`src/rtl/hamming_secded_stream_decoder.sv`:
```
// hamming_secded_stream_decoder
//   Extended-Hamming (SECDED) decoder in a two-stage valid/ready pipeline
//   with full backpressure, plus saturating corrected/uncorrectable counters.
//
//   Codeword layout: in_code[0] is overall even parity; in_code[p] for
//   p >= 1 is Hamming position p. Power-of-two positions carry parity; data
//   bits occupy the remaining positions in ascending order, LSB first.
//
// Ports
//   clk, rst_n        clock, asynchronous active-low reset
//   in_valid/in_ready input handshake, in_code = received codeword
//   out_valid/out_ready output handshake
//   out_data          corrected payload (uncorrected on out_err_uncorr)
//   out_syndrome      Hamming syndrome of the word
//   out_err_corr      single error corrected (including the overall-parity bit)
//   out_err_uncorr    double error or syndrome pointing past the codeword
//   cnt_clr           synchronous clear of both counters (wins over increment)
//   corr_cnt/uncorr_cnt saturating counts of flagged words delivered
//
// Handshake: a transfer happens on valid && ready at the rising clock edge.
//   The whole pipe advances together when adv = !out_valid || out_ready;
//   in_ready equals adv combinationally. While out_valid && !out_ready every
//   out_* field holds. Empty slots in stage 1 are squeezed out only when the
//   pipe advances.
module hamming_secded_stream_decoder #(
  parameter int DATA_W = 4,
  parameter int CNT_W  = 8,
  // Smallest r with 2**r >= DATA_W + r + 1, unrolled for elaboration.
  localparam int PAR_W  = (DATA_W <= 1)   ? 2 :
                          (DATA_W <= 4)   ? 3 :
                          (DATA_W <= 11)  ? 4 :
                          (DATA_W <= 26)  ? 5 :
                          (DATA_W <= 57)  ? 6 :
                          (DATA_W <= 120) ? 7 : 8,
  localparam int CODE_W = DATA_W + PAR_W + 1
) (
  input  logic              clk,
  input  logic              rst_n,
  input  logic              in_valid,
  output logic              in_ready,
  input  logic [CODE_W-1:0] in_code,
  output logic              out_valid,
  input  logic              out_ready,
  output logic [DATA_W-1:0] out_data,
  output logic [PAR_W-1:0]  out_syndrome,
  output logic              out_err_corr,
  output logic              out_err_uncorr,
  input  logic              cnt_clr,
  output logic [CNT_W-1:0]  corr_cnt,
  output logic [CNT_W-1:0]  uncorr_cnt
);

  localparam logic [CNT_W-1:0] CNT_MAX = '1;

  logic adv;
  logic out_fire;

  // Stage 1: raw code, syndrome, overall parity, occupancy.
  logic              s1_valid_q;
  logic [CODE_W-1:0] s1_code_q;
  logic [PAR_W-1:0]  s1_syn_q, s1_syn_d;
  logic              s1_par_q, s1_par_d;

  // Stage 2: delivered word.
  logic              out_valid_q;
  logic [DATA_W-1:0] out_data_q, dec_data_d;
  logic [PAR_W-1:0]  out_syn_q;
  logic              out_corr_q, dec_corr_d;
  logic              out_uncorr_q, dec_uncorr_d;

  logic [CNT_W-1:0]  corr_cnt_q, corr_cnt_d;
  logic [CNT_W-1:0]  uncorr_cnt_q, uncorr_cnt_d;

  assign adv      = !out_valid_q || out_ready;
  assign in_ready = adv;
  assign out_fire = out_valid_q && out_ready;

  // Syndrome is the XOR of the positions of all set bits; bit 0 has no
  // position weight and only enters the overall parity.
  always_comb begin
    s1_syn_d = '0;
    for (int p = 1; p < CODE_W; p++) begin
      if (in_code[p]) s1_syn_d = s1_syn_d ^ PAR_W'(p);
    end
    s1_par_d = ^in_code;
  end

  always_ff @(posedge clk or negedge rst_n) begin
    if (!rst_n) begin
      s1_valid_q <= 1'b0;
      s1_code_q  <= '0;
      s1_syn_q   <= '0;
      s1_par_q   <= 1'b0;
    end else if (adv) begin
      s1_valid_q <= in_valid;
      if (in_valid) begin
        s1_code_q <= in_code;
        s1_syn_q  <= s1_syn_d;
        s1_par_q  <= s1_par_d;
      end
    end
  end

  // Classify, optionally flip the pointed-to bit, then gather data bits.
  always_comb begin
    logic [CODE_W-1:0] fixed;
    logic              flip;
    int                k;
    dec_corr_d   = 1'b0;
    dec_uncorr_d = 1'b0;
    dec_data_d   = '0;
    flip         = 1'b0;
    k            = 0;
    fixed        = s1_code_q;
    if (s1_syn_q == '0) begin
      // Only the overall-parity bit can be wrong; payload is untouched.
      dec_corr_d = s1_par_q;
    end else if (s1_par_q) begin
      if (int'(s1_syn_q) < CODE_W) begin
        dec_corr_d = 1'b1;
        flip       = 1'b1;
      end else begin
        // Syndrome names a position that a shortened code does not have.
        dec_uncorr_d = 1'b1;
      end
    end else begin
      dec_uncorr_d = 1'b1;
    end
    for (int p = 1; p < CODE_W; p++) begin
      if (flip && int'(s1_syn_q) == p) fixed[p] = ~fixed[p];
    end
    for (int p = 1; p < CODE_W; p++) begin
      if ((p & (p - 1)) != 0) begin
        dec_data_d[k] = fixed[p];
        k = k + 1;
      end
    end
  end

  always_ff @(posedge clk or negedge rst_n) begin
    if (!rst_n) begin
      out_valid_q  <= 1'b0;
      out_data_q   <= '0;
      out_syn_q    <= '0;
      out_corr_q   <= 1'b0;
      out_uncorr_q <= 1'b0;
    end else if (adv) begin
      out_valid_q <= s1_valid_q;
      if (s1_valid_q) begin
        out_data_q   <= dec_data_d;
        out_syn_q    <= s1_syn_q;
        out_corr_q   <= dec_corr_d;
        out_uncorr_q <= dec_uncorr_d;
      end
    end
  end

  // Counters advance only when a flagged word is actually taken downstream.
  always_comb begin
    corr_cnt_d   = corr_cnt_q;
    uncorr_cnt_d = uncorr_cnt_q;
    if (cnt_clr) begin
      corr_cnt_d   = '0;
      uncorr_cnt_d = '0;
    end else if (out_fire) begin
      if (out_corr_q && corr_cnt_q != CNT_MAX)     corr_cnt_d   = corr_cnt_q + 1'b1;
      if (out_uncorr_q && uncorr_cnt_q != CNT_MAX) uncorr_cnt_d = uncorr_cnt_q + 1'b1;
    end
  end

  always_ff @(posedge clk or negedge rst_n) begin
    if (!rst_n) begin
      corr_cnt_q   <= '0;
      uncorr_cnt_q <= '0;
    end else begin
      corr_cnt_q   <= corr_cnt_d;
      uncorr_cnt_q <= uncorr_cnt_d;
    end
  end

  assign out_valid      = out_valid_q;
  assign out_data       = out_data_q;
  assign out_syndrome   = out_syn_q;
  assign out_err_corr   = out_corr_q;
  assign out_err_uncorr = out_uncorr_q;
  assign corr_cnt       = corr_cnt_q;
  assign uncorr_cnt     = uncorr_cnt_q;

endmodule

```
`config.mk`:
```
export PLATFORM = sky130hd
export DESIGN_NAME = hamming_secded_stream_decoder
export DESIGN_NICKNAME = d
export VERILOG_FILES = /design/src/rtl/hamming_secded_stream_decoder.sv
export SDC_FILE = /design/constraint.sdc
export NUM_CORES = 1
export LEC_CHECK = 0
export CORE_MARGIN = 1
export CORE_UTILIZATION = 55
export CTS_BUF_LIST = sky130_fd_sc_hd__clkbuf_8
export DETAILED_ROUTE_END_ITERATION = 12
export PLACE_DENSITY = 0.92
export SETUP_SLACK_MARGIN = 0.2
export SYNTH_ARGS = -nofsm -noshare
export SYNTH_HDL_FRONTEND = slang
export SYNTH_SLANG_ARGS = --single-unit
```
`constraint.sdc`:
```
create_clock -name clk -period 3 [get_ports clk]
set_clock_uncertainty 0.05 [all_clocks]
set_input_delay 0.9 -clock clk [delete_from_list [all_inputs] [get_ports clk]]
set_output_delay 0.9 -clock clk [all_outputs]
set_load 0.01 [all_outputs]
```
==> impl_metrics.py, run 1 <==
metrics = {
    "outcome": {
        "status": "finished with violations",
        "violations": "design-rule violations",
    },
    "sta": {
        "timing.final.crit_share_pct": 91.62,
        "drv_slew": 0,
        "rsz0062_at_grt": "false",
        "fin_crit_ns": 2.749,
        "timing.fmax_mhz": 363.8,
        "hold-worst-slack_ns": 0.4368,
        "layout_setup_ws_ns": 0.2513,
        "slew-limit-headroom_pct": 49.26,
        "setup_viol": 0,
        "tightest_slew_ns": 0.7595,
        "hold_viol": 0,
    },
    "die": {
        "io_pins": 40,
        "rows": 19,
        "die_x_um": 57.67,
        "initial_core_util_pct": 59.74,
        "coreArea_um2": 2853,
        "die_h_um": 57.67,
        "dieArea_um2": 3325,
    },
    "clock_tree": {
        "cts_tree": "done",
        "cts_buffer_depth": 2,
        "clk_latency_ns": 0.29,
        "cts_buffers": 5,
        "cts_root_buf": "clkbuf_8",
        "cts_max_level": 2,
        "clkTransAtPathRegs_ns": 0.06,
        "postCtsSetupBuffers": 0,
        "clock-sinks": 35,
        "hold_buffers": 0,
    },
    "power_and_ir_drop": {
        "peakVddDrop_mv": 0.3950,
        "p_leak_nw": 0.9275,
        "powerDensity_nw_per_um2": 601.7,
    },
    "drt": {
        "dr.first_iter.drc_count": 71,
        "finalWirelength_um": 3463,
        "via_count": 1367,
        "routedWlPerCell_um": 14.74,
        "via_per_inst": 5.817,
        "ant_nets": 0,
        "first_pass_iters": 9,
        "drc": 4,
    },
    "global_route": {
        "grt_overflow_total": 0,
        "grt.total_usage_pct": 23.58,
        "grt_use_met1_pct": 26.39,
        "met2_usage_pct": 40.86,
        "busiest_layer": "met2",
        "grt_max_degree": 36,
        "grt_pass1_vias": 1342,
        "grt_pass1_wl_um": 5816,
        "antenna_found_initial": 0,
        "grt_util_met3_pct": 7.143,
    },
    "run": {
        "maxCapViolations": 0,
    },
    "critical_path": {
        "critPathArrivalTime_ns": 1.80,
        "r2r-start": "corr_cnt[0]",
        "ff2ff_path_depth": 5,
        "endpoint_kind": "output pin",
        "crit_type": "in -> out",
        "r2r_slack_ns": 1.11,
        "r2r-end": "corr_cnt[3]",
        "critPathBufInv": 2,
        "cp_top_family": "buffers and inverters",
        "cp-start-kind": "primary input",
        "critPathMaxFanout": 5,
        "cp.depth": 3,
        "endpoint": "in_ready",
        "critPathLaunch": "out_ready",
        "path_cells": "clkdlybuf4s50_1, nand2b_4, clkdlybuf4s15_1",
        "cpMaxStageDelayCell": "clkdlybuf4s50_1",
        "worstPathRequired_ns": 2.05,
        "max_stage_delay_ns": 0.49,
    },
    "yosys": {
        "synth.distinct_cells": 31,
        "postSynthAreaPerCell_um2": 10.58,
        "ys_seq_elements": 35,
        "yosys.area.top_type": "dfrtp_1",
        "yosysMostFrequentCell": "dfrtp_1",
        "synth_commonest_cells": "dfrtp_1 (35), nand2_1 (17), o21ai_0 (14), xor2_1 (11), mux2_2 (9)",
        "synth-seq-area-share_pct": 51.40,
        "netlist_area_um2": 1704,
        "yosys_warnings": 0,
        "syn_nets": 176,
        "async_reset_ff_share_pct": 100.0,
        "synth_cells": 161,
        "synth_edf_count": 0,
        "synth-main-ff-cell": "dfrtp_1",
        "yosys-top-cells-area": "dfrtp_1 (51%), mux2_2 (5.9%), xor2_1 (5.7%)",
        "synth_top_area_share_pct": 51.40,
    },
    "finish": {
        "area_growth_pct": 29.37,
        "drive_gt1_share_pct": 9.314,
        "final_area_um2": 2205,
        "fill_cells": 186,
        "finish.utilization_pct": 77.28,
        "n_antenna_cell": 0,
        "layout.nets": 218,
        "fin_cells": 235,
    },
    "hold_path": {
        "whs_path_depth": 2,
        "min_path_type": "reg -> reg",
    },
    "placed_design": {
        "dp_hpwl_um": 2537,
        "dp_slack_ns": -0.1159,
        "dpl.cell_count": 227,
        "dpl_cell_area_um2": 2116,
        "gp_congestion": 0.8298,
        "port_buffers": 39,
    },
}
## metal layers
layer	routed length, µm	share of wire, %
met1	1314	38
met2	1848	53
met3	207	6.0
met4	92	2.7
met5	0	0
## state kept, by name (all words and copies together), names as in the netlist
register	flops
out_valid	1
s1_valid_q	1
corr_cnt	8
out_err_corr	1
s1_code_q	4
s1_syn_q	3
out_syndrome	3
out_data	4
s1_par_q	1
uncorr_cnt	8
out_err_uncorr	1
## worst register-to-register path: stages (launching register included)
cell and delay (ns):
dfrtp_1 0.43, ha_1 0.25, nand3_1 0.09, o21bai_1 0.62, o21ai_0 0.21, a21oi_1 0.16
## where the power goes
| group | switching (W) | internal [W] |
|---|---|---|
| logic | 0.000159 | 0.000208 |
| registers | 0.0000834 | 0.000561 |
| clock network | 0.000160 | 0.000156 |
| total | 0.000402 | 0.000924 |
## cell type report
class	instances	area [µm²]	area share [%]
well taps	31	38.79	1.759
multi-input cells	117	792.0	35.93
clock buffers	5	68.82	3.121
inverters	3	11.26	0.5108
flip-flops and latches	35	875.8	39.73
clock inverters	3	12.51	0.5675
repair buffers	41	405.4	18.39
## cells in the final DEF, fill, tap and decap left out, types with 2 or more instances in the layout
master,synthesis,layout
or4_1,2,2
dfrtp_1,35,35
mux2_2,9,9
and4_1,2,2
buf_4,0,2
xor2_1,11,11
nor2_1,8,8
mux2i_1,3,3
ha_1,2,2
xnor2_1,8,8
o21ai_0,14,14
nand3_1,7,7
clkbuf_8,0,5
and3_1,3,3
or3_1,5,5
nand2_1,17,17
a21oi_1,8,8
nand4b_1,3,3
clkdlybuf4s50_1,0,38
inv_1,3,5
nand4_1,4,4
o31ai_1,3,3
## cell families after synthesis
| family | Yosys count | synth area share, % |
|---|---|---|
| compound gates | 29 | 9.692 |
| xor+xnor | 20 | 10.72 |
| fa+ha+maj | 2 | 1.468 |
| buf+inv | 9 | 2.570 |
| flops | 35 | 51.40 |
| mux | 12 | 7.709 |
| simple gates | 54 | 16.45 |
## timing repair
| action | in CTS | in global routing |
|---|---|---|
| cloned | 0 | 0 |
| endpoints found under the setup margin | 1 | 1 |
| endpoints found under the hold margin | 0 | 0 |
| pin swaps | 0 | 0 |
| gates resized for setup | 3 | 1 |
## stage by stage
stage                     total power (W)  TNS, ns
after detailed placement         0.001018  -0.1159
after global placement          0.0009933  -0.1129
final                            0.001326        0
after global routing             0.001395        0
after floorplan                 0.0008212        0
after CTS                        0.001341        0
## how the worst min path moves through the flow
| stage | startpoint | to |
|---|---|---|
| after floorplan | s1_valid_q | out_valid |
| after global placement | s1_valid_q | out_valid |
| after detailed placement | out_data[1] | out_data[1] |
| after CTS | s1_valid_q | out_valid |
| after global routing | out_data[0] | out_data[0] |
| final | s1_valid_q | out_valid |
Note: power is estimated with default switching activity, not from simulation.
==> run 2: changes to the inputs <==
- CORE_MARGIN: 1 -> 2
==> run 2 against run 1 <==
Against the previous run:
- the flow now finishes without violations
- register-to-register slack better by 0.16 ns
- total power up 11%
- non-clock buffer count up 1
- sequential power up 0.8%
- via count up 4.0%
- final area up 1.9%
- final cell count up 1.3%
- hold slack better by 0.0067 ns
- critical path depth unchanged
- global-route usage up 1.7 points
- highest routed layer unchanged
==> impl_metrics.py, run 2 (same netlist as run 1, synthesis figures left out) <==
metrics = {
    "global_route": {
        "grt_max_degree": 36,
        "antenna_found_initial": 0,
        "grt_pass1_vias": 1446,
        "grt.total_usage_pct": 25.27,
        "grt_overflow_total": 0,
        "grt_pass1_wl_um": 6486,
    },
    "critical_path": {
        "cp-start-kind": "primary input",
        "r2r_slack_ns": 1.27,
        "worstPathRequired_ns": 2.05,
        "critPathArrivalTime_ns": 1.73,
        "crit_type": "in -> out",
        "path_cells": "clkdlybuf4s50_1, nand2b_4, clkbuf_2",
        "cpMaxStageDelayCell": "clkdlybuf4s50_1",
        "endpoint_kind": "output pin",
        "critPathMaxFanout": 5,
        "max_stage_delay_ns": 0.52,
    },
    "sta": {
        "setup_viol": 0,
        "timing.fmax_mhz": 372.7,
        "timing.final.crit_share_pct": 89.43,
        "drv_slew": 0,
        "slew-limit-headroom_pct": 60.48,
        "layout_setup_ws_ns": 0.3170,
        "hold-worst-slack_ns": 0.4435,
        "hold_viol": 0,
        "fin_crit_ns": 2.683,
        "rsz0062_at_grt": "false",
        "tightest_slew_ns": 0.5910,
    },
    "die": {
        "coreArea_um2": 3003,
        "io_pins": 40,
        "dieArea_um2": 3560,
        "die_h_um": 59.67,
        "initial_core_util_pct": 56.75,
        "die_x_um": 59.67,
        "rows": 20,
    },
    "finish": {
        "multi_input_area_um2": 792.0,
        "regArea_um2": 875.8,
        "final_cell_mix": "clkdlybuf4s50_1 (38), dfrtp_1 (35), nand2_1 (17)",
        "drive_gt1_share_pct": 11.22,
        "final_area_um2": 2246,
        "final_common_cell": "clkdlybuf4s50_1",
        "n_antenna_cell": 0,
        "layout.nets": 219,
        "area_growth_pct": 31.79,
        "fill_cells": 204,
    },
    "drt": {
        "dr.first_iter.drc_count": 68,
        "first_pass_iters": 4,
        "routedWlPerCell_um": 16.33,
        "via_count": 1421,
        "finalWirelength_um": 3887,
        "drc": 0,
        "ant_nets": 0,
        "via_per_inst": 5.971,
    },
    "clock_tree": {
        "cts-resized-gates": 4,
        "cts_max_level": 2,
        "cts_tree": "done",
        "cts_buffers": 5,
        "hold_buffers": 0,
        "cts_root_buf": "clkbuf_8",
        "postCtsSetupBuffers": 0,
        "clock-sinks": 35,
        "cts_buffer_depth": 2,
        "clkTransAtPathRegs_ns": 0.07,
        "clk_latency_ns": 0.30,
    },
    "outcome": {
        "status": "completed",
    },
    "placed_design": {
        "dp_hpwl_um": 2699,
        "port_buffers": 39,
        "gp_congestion": 0.8820,
        "dpl_cell_area_um2": 2126,
        "dp_slack_ns": -0.1652,
    },
    "power_and_ir_drop": {
        "powerDensity_nw_per_um2": 653.9,
        "peakVddDrop_mv": 0.5034,
        "p_leak_nw": 0.9419,
    },
    "run": {
        "maxCapViolations": 0,
    },
    "hold_path": {
        "min_path_type": "reg -> reg",
    },
}
[run 2: area by class of cell]
type / instances / share of cell area [%]
Timing Repair Buffer: 42 / 18.16
Clock buffer: 6 / 3.677
Multi-Input combinational cell: 117 / 35.26
Inverter: 3 / 0.5014
Tap cell: 33 / 1.838
Sequential cell: 35 / 39.00
Clock inverter: 2 / 1.560
[run 2: critical path, delay by kind of cell]
family | cells | cell delay [ns]
buffers and inverters | 2 | 0.66
AND/OR/NAND/NOR | 1 | 0.17
[run 2: layer usage]
layer | share of wire, % | routed length, µm | track usage, % | up-vias
met4 | 2.1 | 82 | 10.79 | 0
met5 | 0 | 0 | 0 | -
met2 | 54 | 2094 | 44.57 | 54
li1 | - | - | - | 654
met3 | 6.3 | 245 | 8.658 | 12
met1 | 38 | 1464 | 27.29 | 701
[run 2: final timing paths]
path                        startpoint              end  cells past startpoint
setup / recovery             out_ready         in_ready                      3
hold / removal             out_data[3]      out_data[3]                      2
setup reg to reg           corr_cnt[0]      corr_cnt[4]                      6
hold reg to reg            out_data[3]      out_data[3]                      2
max in group asynchronous        rst_n  out_syndrome[2]                      2
min in group asynchronous        rst_n    uncorr_cnt[2]                      2
[run 2: where the power goes]
part           leakage, nW  internal, W  switching, W
Clock               0.0612     0.000269      0.000178
Sequential           0.452     0.000561     0.0000883
Combinational        0.429     0.000210      0.000163
[run 2: stage by stage]
stage,power (W),util [%],TNS [ns],std cells
after floorplan,0.0008212,-,0,161
after global placement,0.0009996,70.79,-0.1174,230
after detailed placement,0.001029,70.79,-0.1652,230
after CTS,0.001475,74.96,0,238
after global routing,0.001537,74.79,0,238
final,0.001469,74.79,0,238
